==> config.mk <==
export PLATFORM = sky130hd
export DESIGN_NAME = scan_updown_counter
export DESIGN_NICKNAME = d
export VERILOG_FILES = /design/src/rtl/counter_pkg.sv /design/src/rtl/scan_dff_r.sv /design/src/rtl/scan_updown_counter.sv
export SDC_FILE = /design/constraint.sdc
export NUM_CORES = 1
export LEC_CHECK = 0
export ABC_CLOCK_PERIOD_IN_PS = 1990
export CORE_MARGIN = 8
export CORE_UTILIZATION = 44
export CTS_CLUSTER_DIAMETER = 60
export DETAILED_ROUTE_END_ITERATION = 10
export GPL_TIMING_DRIVEN = 1
export PLACE_DENSITY = 0.87
export SLEW_MARGIN = 20
export SYNTH_ARGS = -nofsm -noshare
export SYNTH_HDL_FRONTEND = slang
export SYNTH_SLANG_ARGS = --single-unit
==> constraint.sdc <==
create_clock -name clk -period 1.99 [get_ports clk]
set_input_delay 0.2985 -clock clk [delete_from_list [all_inputs] [get_ports clk]]
set_output_delay 0.2985 -clock clk [all_outputs]
set_load 0.02 [all_outputs]
==> src/rtl/counter_pkg.sv <==
// Shared definitions for the scan up/down counter: default parameters and the
// width-generic successor function used by the counter datapath.
package counter_pkg;

    localparam int unsigned MAX_WIDTH    = 64;
    localparam int unsigned DEF_WIDTH    = 8;
    localparam bit          DEF_SATURATE = 1'b0;

    typedef struct packed {
        logic                 hit;
        logic [MAX_WIDTH-1:0] value;
    } next_t;

    // Successor of a WIDTH-bit count; hit flags an attempt to step past MAX or 0.
    function automatic next_t next_count(input logic [MAX_WIDTH-1:0] count,
                                         input int unsigned          width,
                                         input logic                 up,
                                         input logic                 sat);
        logic [MAX_WIDTH-1:0] max_v;
        logic [MAX_WIDTH-1:0] cur_v;
        next_t                res;
        if (width >= MAX_WIDTH) begin
            max_v = {MAX_WIDTH{1'b1}};
        end else begin
            max_v = (64'd1 << width) - 64'd1;
        end
        cur_v   = count & max_v;
        res.hit = up ? (cur_v == max_v) : (cur_v == {MAX_WIDTH{1'b0}});
        if (res.hit) begin
            res.value = sat ? cur_v : (up ? {MAX_WIDTH{1'b0}} : max_v);
        end else begin
            res.value = (up ? (cur_v + 64'd1) : (cur_v - 64'd1)) & max_v;
        end
        return res;
    endfunction

endpackage

==> src/rtl/scan_dff_r.sv <==
// One-bit mux-D scan flop with asynchronous active-low reset to a fixed value.
module scan_dff_r #(
    parameter logic RST_VAL = 1'b0
) (
    input  logic ck,
    input  logic rn,
    input  logic d,
    input  logic si,
    input  logic se,
    output logic q
);

    // Scan mux in front of the storage element; se selects the chain input.
    always_ff @(posedge ck or negedge rn) begin
        if (!rn) begin
            q <= RST_VAL;
        end else begin
            q <= se ? si : d;
        end
    end

endmodule

==> src/rtl/scan_updown_counter.sv <==
// Up/down counter with load, wrap/saturate, terminal count and sticky overflow.
// Every state bit is a scan flop on one chain: scan_in -> count[0..W-1] -> ovf.
module scan_updown_counter
    import counter_pkg::*;
#(
    parameter int unsigned      WIDTH    = DEF_WIDTH,
    parameter bit               SATURATE = DEF_SATURATE,
    parameter logic [WIDTH-1:0] RST_VAL  = {WIDTH{1'b0}}
) (
    input  logic             clk,
    input  logic             rst,
    input  logic             SE,
    input  logic             scan_in,
    input  logic             en,
    input  logic             up,
    input  logic             load,
    input  logic [WIDTH-1:0] load_val,
    input  logic             clr_ovf,
    output logic [WIDTH-1:0] count,
    output logic             tc,
    output logic             ovf,
    output logic             scan_out
);

    localparam logic [WIDTH:0] RST_CHAIN = {1'b0, RST_VAL};

    logic [WIDTH:0]   chain_q_r;
    logic [WIDTH:0]   chain_d_s;
    logic [WIDTH:0]   chain_si_s;
    logic [WIDTH-1:0] count_r;
    logic             ovf_r;
    logic [WIDTH-1:0] count_d_s;
    logic             ovf_d_s;
    next_t            nxt_s;
    logic             unused_nxt_s;

    assign count_r = chain_q_r[WIDTH-1:0];
    assign ovf_r   = chain_q_r[WIDTH];

    // Successor value from the shared package function.
    always_comb begin
        nxt_s = next_count(MAX_WIDTH'(count_r), WIDTH, up, SATURATE);
    end

    // Bits above WIDTH are always zero here; fold them so nothing dangles.
    assign unused_nxt_s = ^nxt_s.value;

    // Functional priority load > en > hold; a boundary hit beats clr_ovf.
    always_comb begin
        count_d_s = count_r;
        ovf_d_s   = ovf_r;
        if (load) begin
            count_d_s = load_val;
            ovf_d_s   = ovf_r & ~clr_ovf;
        end else if (en) begin
            count_d_s = nxt_s.value[WIDTH-1:0];
            ovf_d_s   = nxt_s.hit | (ovf_r & ~clr_ovf);
        end else begin
            ovf_d_s   = ovf_r & ~clr_ovf;
        end
    end

    assign chain_d_s  = {ovf_d_s, count_d_s};
    assign chain_si_s = {chain_q_r[WIDTH-1:0], scan_in};

    for (genvar i = 0; i <= int'(WIDTH); i++) begin : g_chain
        scan_dff_r #(
            .RST_VAL(RST_CHAIN[i])
        ) u_ff (
            .ck(clk),
            .rn(rst),
            .d (chain_d_s[i]),
            .si(chain_si_s[i]),
            .se(SE),
            .q (chain_q_r[i])
        );
    end

    // Terminal count looks at the boundary in the current direction.
    always_comb begin
        if (up) begin
            tc = (count_r == {WIDTH{1'b1}});
        end else begin
            tc = (count_r == {WIDTH{1'b0}});
        end
    end

    assign count    = count_r;
    assign ovf      = ovf_r;
    assign scan_out = ovf_r;

endmodule

After elaboration in Yosys (flattened, before gate mapping)
Cells that the tools add are included.

storage, ports and cells
  register bits after elaboration = 9
  output and inout port bits = 11
  logic and storage cells = 36

cells by class
  $add $sub $neg = 2
  equality and inequality tests = 1
  mux-type cells = 18
  bitwise operators = 3
  reduce and logical (&&, ||, !) cells = 3

operator list
  kind                                              number
  zero test 64 bit                                  1
  two-way mux 8 bit                                 5
  two-way mux 1 bit                                 13
  adder 8 x 1 -> 8 bit, second input constant       1
  equality test 8 bit, second input constant        1
  zero test 8 bit                                   1
  subtractor 8 x 1 -> 8 bit, second input constant  1
  nonzero test 3 bit                                1
  bitwise AND 1 bit                                 1
  inverter 1 bit                                    1
  OR 1 bit                                          1

Longest topological paths before layout
Gate-level depths: netlist (run 1).

  depth after elaboration = 6
  depth in mapped cells = 7
  depth with buffers taken out = 7

By module
From an unflattened synthesis (run 1), not the netlist that was laid out.

unflattened totals
  cells, all modules = 106
  area total of the unflattened synthesis = 922.1 um^2

modules (own cells, without submodules)
  module               times used  cells an instance  area an instance (um^2)
  scan_updown_counter  1           88                 561.8
  scan_dff_r           9           2                  40.0

Worst setup path before layout (run 1)
Ideal clock, no wire load.

  kind = register -> register
  start point = register g_chain[0].u_ff.q
  end point = register g_chain[6].u_ff.q
  arrival = 1.729 ns
  required time = 1.866 ns
  slack = 0.137 ns
  stages on the path, launching flop included = 8
  cells stage by stage = dfrtp_1 -> inv_1 -> fa_1 -> nor2b_1 -> o221ai_1 -> mux2i_1 -> a2111oi_2 -> a211o_1

on the way
  cells in the longest elaborated chain, start to end = 6
  elaborated cells on any way between the ends = 10
  those cells by class = 2 x add/sub; 1 x eq/ne; 6 x mux; 1 x reduce/logical

ends and longest elaborated chain
  item                                                           line                                  source
  start, declared                                                scan_dff_r.sv:10                      output logic q
  start signal, assigned                                         scan_dff_r.sv:18                      q <= se ? si : d;
  subtractor 8 x 1 -> 8 bit, or another cell as far along        counter_pkg.sv:32                     res.value = (up ? (cur_v + 64'd1) : (cur_v - 64'd1)) & max_v;
  two-way mux 8 bit / two-way mux 1 bit (equally long branches)  counter_pkg.sv:32, counter_pkg.sv:28
  two-way mux 8 bit (*)                                          counter_pkg.sv:29                     if (res.hit) begin
  two-way mux 8 bit (*)                                          scan_updown_counter.sv:55             end else if (en) begin
  two-way mux 8 bit (*)                                          scan_updown_counter.sv:52             if (load) begin
  two-way mux 1 bit (*)                                          scan_dff_r.sv:18
  end signal, assigned                                           scan_dff_r.sv:18
  end, declared                                                  scan_dff_r.sv:10

Mark *: on every way between the ends. The rest lies on a longest branch, timed or not. The select of a mux whose other input is x is not followed.
A chain may end at the register's enable or synchronous reset.

Worst setup path after layout (run 1)
  start point = register g_chain[6].u_ff.q
  end point = register g_chain[6].u_ff.q

on the way
  cells in the longest elaborated chain, start to end = 6
  elaborated cells on any way between the ends = 10
  those cells by class = 2 x add/sub; 1 x eq/ne; 6 x mux; 1 x reduce/logical

ends and longest elaborated chain
  item                                                           line
  subtractor 8 x 1 -> 8 bit, or another cell as far along        counter_pkg.sv:32
  two-way mux 8 bit / two-way mux 1 bit (equally long branches)  counter_pkg.sv:32, counter_pkg.sv:28
  two-way mux 8 bit (*)                                          counter_pkg.sv:29
  two-way mux 8 bit (*)                                          scan_updown_counter.sv:55
  two-way mux 8 bit (*)                                          scan_updown_counter.sv:52
  two-way mux 1 bit (*)                                          scan_dff_r.sv:18

Marks and branches as above.

==> results.yml, run 1 <==
final_layout:
  reg_top3: "g_chain.u_ff.q: 9 flops"
  largest_reg_flops: 9
  fin_area_um2: 1500
  finalNonFillerCells: 205
  drive_above_1_share: 0.260
  antenna_cells: 0
  area_growth_pct: 44.9
  final_cell_mix: "buf_4, clkdlybuf4s50_1, a21oi_1"
  final_common_cell: "buf_4"
  top_register: "g_chain.u_ff.q"
  finalNetCount: 201
timing:
  max-slew-margin-rel: 0.687
  period_share: 0.957
  period_minus_slack_ps: 1900
  worst_slew_pin_slew_ps: 468
  skew_ps: 1.77
  slew_violations: 0
  setup_viol: 0
  max_clock_freq_mhz: 525
  hold_violations: 0
placed_design:
  port_buffers: 26
  globalplace.congestion: 0.883
  postPlaceCellArea_um2: 1420
  place_hpwl_um: 2520
  placedCellCount: 199
power_and_ir_drop:
  clockPowerShare: 0.141
  sw_frac_of_total: 0.415
  power_frac_comb: 0.620
  p_leak_nw: 0.640
  cellInternalPower_mw: 0.665
  power_density_nw_per_um2: 759
  p_seq_frac: 0.239
  ir_worst_vdd_mv: 0.506
  p_sw_mw: 0.472
yosys:
  synth_top_area_cell: "dfrtp_1"
  synth_cells: 135
  ys_seq_area_frac: 0.218
  yosysTopAreaCellShare: 0.218
  synth_edf_count: 0
  ys_warn_count: 0
  synth.net_count: 158
  syn_avg_cell_area_um2: 7.66
  synth_cell_type_count: 41
  dominantRegCellSynth: "dfrtp_1"
  syn_area_um2: 1030
  synthArstFlopShare: 1.00
  ys_seq_elements: 9
  synth_area_leaders: "dfrtp_1, ha_1, a21oi_1"
detailed_routing:
  viasPerCell: 5.78
  drc: 0
  vias: 1184
  postRouteAntennaNets: 0
  dr.pass1.iters: 5
  wirelength_um: 3260
  routedWlPerCell_um: 15.9
  drtIter0Drc: 35
global_routing:
  grt_pass1_vias: 1124
  track_usage: 0.154
  grt_first_pass_wirelength_um: 5190
  antenna_found_initial: 0
  use_met3: 0.0258
  grt_start_max_net_pins: 16
  top_usage_layer: "met2"
  grtUsageMet1: 0.180
  gr-total-overflow: 0
  gr-usage-met2: 0.263
die:
  die-area_um2: 4160
  fp.coreArea_um2: 2210
  die_w_um: 64.5
  num_rows: 17
  num_io_pins: 27
  die_h_um: 64.5
  start_util: 0.467
clocking:
  cts_root_buffer: "clkbuf_4"
  cts_tree: "done"
  cts_max_path_buffers: 2
  htreeDepth: 1
  clock_latency_ps: 280
  clk_pin_slew_ps: 70
  cts_buffers: 3
  cts.sinks: 9
critical_path:
  rr_startpoint: "g_chain[6].u_ff.q$_DFFE_PN0P_"
  worstPathMaxFanout: 5
  crit_type: "reg2reg"
  startpoint: "g_chain[6].u_ff.q$_DFFE_PN0P_"
  reg2reg_depth: 7
  rr_endpoint: "g_chain[6].u_ff.q$_DFFE_PN0P_"
  reg2reg_slack_ps: 90
  worstSetupEndpointType: "flip-flop"
  cp-endpoint: "g_chain[6].u_ff.q$_DFFE_PN0P_"
  cp-start-kind: "flip-flop"
  cp.required_ps: 2210
  crit_arrival_ps: 2120
run_status:
  status: "complete, no violations"
min_path:
  min_path_type: "in2async"
flow_run:
  maxCapViolCount: 0
-- cell families (layout without fill, tap and decap cells) --
family	count (synthesis)	after routing	synth area share
xor gates and xnor gates	6	6	0.0508
and+or+nand+nor	55	55	0.283
AOI/OAI and AO/OA	38	38	0.237
buffers and inverters	19	61	0.109
muxes	1	1	0.00969
adders and majority gates	7	7	0.0920
DFF	9	9	0.218
-- through the flow --
step	power (mW)	utilization	hold WS [ps]	worst slack [ps]	setup TNS, ps
after global routing	1.21	0.677	366	-55.6	-55.6
after CTS	1.10	0.660	349	19.8	0
final	1.14	0.677	335	85.3	0
after global placement	0.895	0.640	635	-370	-1900
after floorplan	0.671	-	2.91	137	0
after detailed placement	0.921	0.640	647	-454	-2430
-- synth_stat cells, types with 2 or more instances --
cell,count
a211oi_1,2
a21oi_1,14
a22oi_1,2
buf_4,9
clkbuf_1,4
dfrtp_1,9
ha_1,6
inv_1,5
nand2_1,11
nand3_1,3
nor2_1,12
nor2b_1,10
nor3_1,7
o21ai_0,3
o21ai_1,4
o22ai_1,2
o31ai_1,4
xnor2_1,4
xor2_1,2
-- area by class of cell --
| class | count | area [um^2] |
|---|---|---|
| Clock buffer | 4 | 26.3 |
| Fill cell | 181 | 714 |
| Inverter | 5 | 18.8 |
| Multi-Input combinational cell | 107 | 741 |
| Sequential cell | 9 | 228 |
| Tap cell | 28 | 35.0 |
| Timing Repair Buffer | 52 | 449 |
-- per-layer routing --
layer / wire (um) / share of wire
met5: 0 / 0
met2: 1660 / 0.51
met1: 1320 / 0.41
met3: 155 / 0.048
met4: 113 / 0.035
-- power groups by stage --
stage	Clock (mW)	Combinational [mW]	Sequential [mW]
finish	0.160	0.705	0.272
global route	0.176	0.759	0.276
CTS	0.166	0.666	0.264
detailed placement	0	0.652	0.268
global placement	0	0.630	0.265
floorplan	0	0.399	0.272
-- what timing repair did --
action,in CTS,in global routing
hold endpoints to repair,0,0
setup endpoints to repair,5,4
gates resized for setup,4,13
hold buffers,0,0
pin swaps,0,1
buffers inserted,2,0
-- worst min path at each step --
stage / from / cells past startpoint / slack [ps] / end
after global routing: rst / 1 / 370 / g_chain[2].u_ff.q$_DFFE_PN0P_
after detailed placement: g_chain[1].u_ff.q$_DFFE_PN0P_ / 2 / 650 / g_chain[2].u_ff.q$_DFFE_PN0P_
final: rst / 1 / 330 / g_chain[4].u_ff.q$_DFFE_PN0P_
after global placement: rst / 1 / 630 / g_chain[4].u_ff.q$_DFFE_PN0P_
after CTS: rst / 1 / 350 / g_chain[4].u_ff.q$_DFFE_PN0P_
after floorplan: rst / 0 / 3 / g_chain[0].u_ff.q$_DFFE_PN0P_
-- critical path: stages, from the launching register on --
cell,delay (ps)
dfrtp_2,450
buf_4,150
ha_1,340
inv_2,90
nor3_2,220
a311oi_2,70
a2111oi_2,370
a211o_1,150
Note: power is estimated with default switching activity, not from simulation.
==> run 2: changes to the inputs <==
CORE_UTILIZATION = 42   (was 44)
PLACE_DENSITY = 0.86   (was 0.87)
SYNTH_HIERARCHICAL = 1   (was default)
==> results.yml, run 2 <==
critical_path:
  worstSetupEndpointType: "flip-flop"
  worstPathMaxFanout: 4
  rr_startpoint: "g_chain[2].u_ff/q$_DFF_PN0_"
  cp.required_ps: 2140
  rr_endpoint: "g_chain[7].u_ff/q$_DFF_PN0_"
  crit_family: "simple AND/OR/NAND/NOR gates"
  cp-start-kind: "flip-flop"
  reg2reg_depth: 7
  reg2reg_slack_ps: -230
  cpPeakStageDelay_ps: 500
  crit_arrival_ps: 2370
  slowest_stage: "or4_1"
  crit_type: "reg2reg"
  path_buf_inv: 0
  worstPathCellList: "ha_4, and3_4, o211a_1, or4_1, a31oi_1, o31ai_1, mux2_4"
clocking:
  cts_root_buffer: "clkbuf_4"
  cts_buffers: 3
  cts.sinks: 9
  cts_tree: "done"
  clk_pin_slew_ps: 60
  htreeDepth: 1
  clock_latency_ps: 270
  cts_max_path_buffers: 2
  cts_hold_buf: 0
yosys:
  synth-xor-area-share: 0.0570
  synth_area_leaders: "dfrtp_1, mux2_4, ha_1"
  syn_avg_cell_area_um2: 8.70
  yosysTopAreaCellShare: 0.244
  ys_seq_area_frac: 0.244
  dominantRegCellSynth: "dfrtp_1"
  synth_cell_type_count: 34
  synth_top_area_cell: "dfrtp_1"
  ys_warn_count: 6
  synthAdderAreaFrac: 0.103
  synthMuxAreaShare: 0.147
  synthArstFlopShare: 1.00
  synth-simple-area-share: 0.175
  synth_top_family_by_area: "compound AO/OA/AOI/OAI gates"
  synth_cells: 106
  yosys-top-cells-count: "nand2_1, a21oi_1, dfrtp_1, mux2_4"
  synth_edf_count: 0
  ys_seq_elements: 9
  synth_compound_area_frac: 0.225
  yosysMostFrequentCell: "nand2_1"
  synth.net_count: 129
  syn_area_um2: 922
die:
  start_util: 0.429
  fp.coreArea_um2: 2150
  num_rows: 17
  num_io_pins: 27
  die_h_um: 62.9
  die-area_um2: 3950
  die_w_um: 62.9
detailed_routing:
  drtIter0Drc: 50
  dr.pass1.iters: 4
  routedWlPerCell_um: 18.5
  drc: 0
  vias: 1096
  viasPerCell: 5.71
  postRouteAntennaNets: 0
  wirelength_um: 3550
timing:
  rsz0062_at_grt: "yes"
  hold_violations: 0
  worst_slew_pin_slew_ps: 589
  fin_ws_ps: -232
  max-slew-margin-rel: 0.606
  period_minus_slack_ps: 2220
  skew_ps: 4.76
  slew_violations: 0
  max_clock_freq_mhz: 450
  period_share: 1.12
  setup_viol: 6
final_layout:
  reg_top3: "g_chain.u_ff/q: 9 flops"
  area_growth_pct: 80.2
  finalNonFillerCells: 192
  drive_above_1_share: 0.445
  post-route-util: 0.773
  final_common_cell: "buf_4"
  fin_area_um2: 1660
  antenna_cells: 0
  finalNetCount: 188
  largest_reg_flops: 9
  top_register: "g_chain.u_ff/q"
  final_cell_mix: "buf_4, clkdlybuf4s50_1, nand2_1, buf_6, mux2_4"
power_and_ir_drop:
  p_seq_frac: 0.211
  power_frac_comb: 0.675
  p_sw_mw: 0.499
  sw_frac_of_total: 0.391
  power_density_nw_per_um2: 768
  clockPowerShare: 0.115
  p_leak_nw: 0.738
  ir_worst_vdd_mv: 0.526
  cellInternalPower_mw: 0.777
placed_design:
  place_hpwl_um: 2470
  globalplace.congestion: 0.848
  placedCellCount: 182
  port_buffers: 26
  postPlaceCellArea_um2: 1440
global_routing:
  grt_pass1_vias: 1181
  track_usage: 0.169
  gr-total-overflow: 0
  grt_first_pass_wirelength_um: 5580
  grt_start_max_net_pins: 18
  antenna_found_initial: 0
min_path:
  min_path_type: "in2async"
run_status:
  status: "finished with violations"
  violations: "setup timing"
flow_run:
  maxCapViolCount: 0
==> run 2: worst max path at each step <==
stage                                 from                     endpoint  slack, ps  depth (start not counted)
6_report       g_chain[2].u_ff/q$_DFF_PN0_  g_chain[7].u_ff/q$_DFF_PN0_       -230                          7
5_1_grt        g_chain[1].u_ff/q$_DFF_PN0_  g_chain[7].u_ff/q$_DFF_PN0_       -310                          7
4_1_cts        g_chain[2].u_ff/q$_DFF_PN0_  g_chain[7].u_ff/q$_DFF_PN0_       -230                          7
3_5_place_dp                            up  g_chain[7].u_ff/q$_DFF_PN0_       -950                          9
3_3_place_gp                            up  g_chain[7].u_ff/q$_DFF_PN0_       -900                          9
2_1_floorplan                           up  g_chain[7].u_ff/q$_DFF_PN0_       -300                          8
==> run 2: kinds of logic (layout without fill, tap and decap cells) <==
kind of cell,count (synthesis),in the layout
compound gates,30,30
xor+xnor,6,6
fa+ha+maj,7,7
flops,9,9
mux,9,9
simple gates,34,34
buf+inv,11,69
==> run 2: worst reg2reg max path, delay by kind of cell, from the launching register on <==
kind | cells | cell delay (ps)
fa+ha+maj | 1 | 240
simple gates | 2 | 670
flops | 1 | 430
compound gates | 3 | 490
mux | 1 | 290
==> run 2: layout make-up <==
cell class              count  area, um^2
flip-flops and latches      9         230
inverters                   5        22.5
repair buffers             60         556
clock buffers               4        26.3
fillers                   132         487
well taps                  28        35.0
multi-input cells          86         792
==> run 2: power by group through the flow <==
stage	clock [mW]	combinational [mW]	sequential (mW)
global route	0.156	0.924	0.275
finish	0.146	0.861	0.269
CTS	0.146	0.781	0.267
detailed placement	0	0.699	0.265
floorplan	0	0.330	0.315
global placement	0	0.676	0.263
==> run 2: what timing repair did <==
item / CTS / global route
resized for setup: 31 / 15
pin swaps: 11 / 11
buffers inserted: 2 / 4
endpoints found under the setup margin: 7 / 6
==> run 2: per-stage QoR <==
stage | setup slack [ps] | hold slack, ps | power [mW] | setup TNS, ps
finish | -232 | 338 | 1.28 | -705
CTS | -228 | 333 | 1.19 | -361
floorplan | -298 | 2.91 | 0.645 | -408
global placement | -898 | 617 | 0.939 | -4780
detailed placement | -954 | 614 | 0.964 | -5200
global route | -311 | 360 | 1.35 | -1080
==> run 2: routing by layer <==
layer,global-route usage,vias to the layer above,part of all wire
met2,0.309,51,0.51
met3,0.0287,8,0.055
met1,0.193,528,0.41
li1,-,509,-
met5,0,-,0
met4,0.0484,0,0.024
==> run 3: changes to the inputs <==
ABC_CLOCK_PERIOD_IN_PS = default   (was 1990)
==> results of run 3 <==
Same layout as run 2: the final DEF is identical, and so are final timing and power.
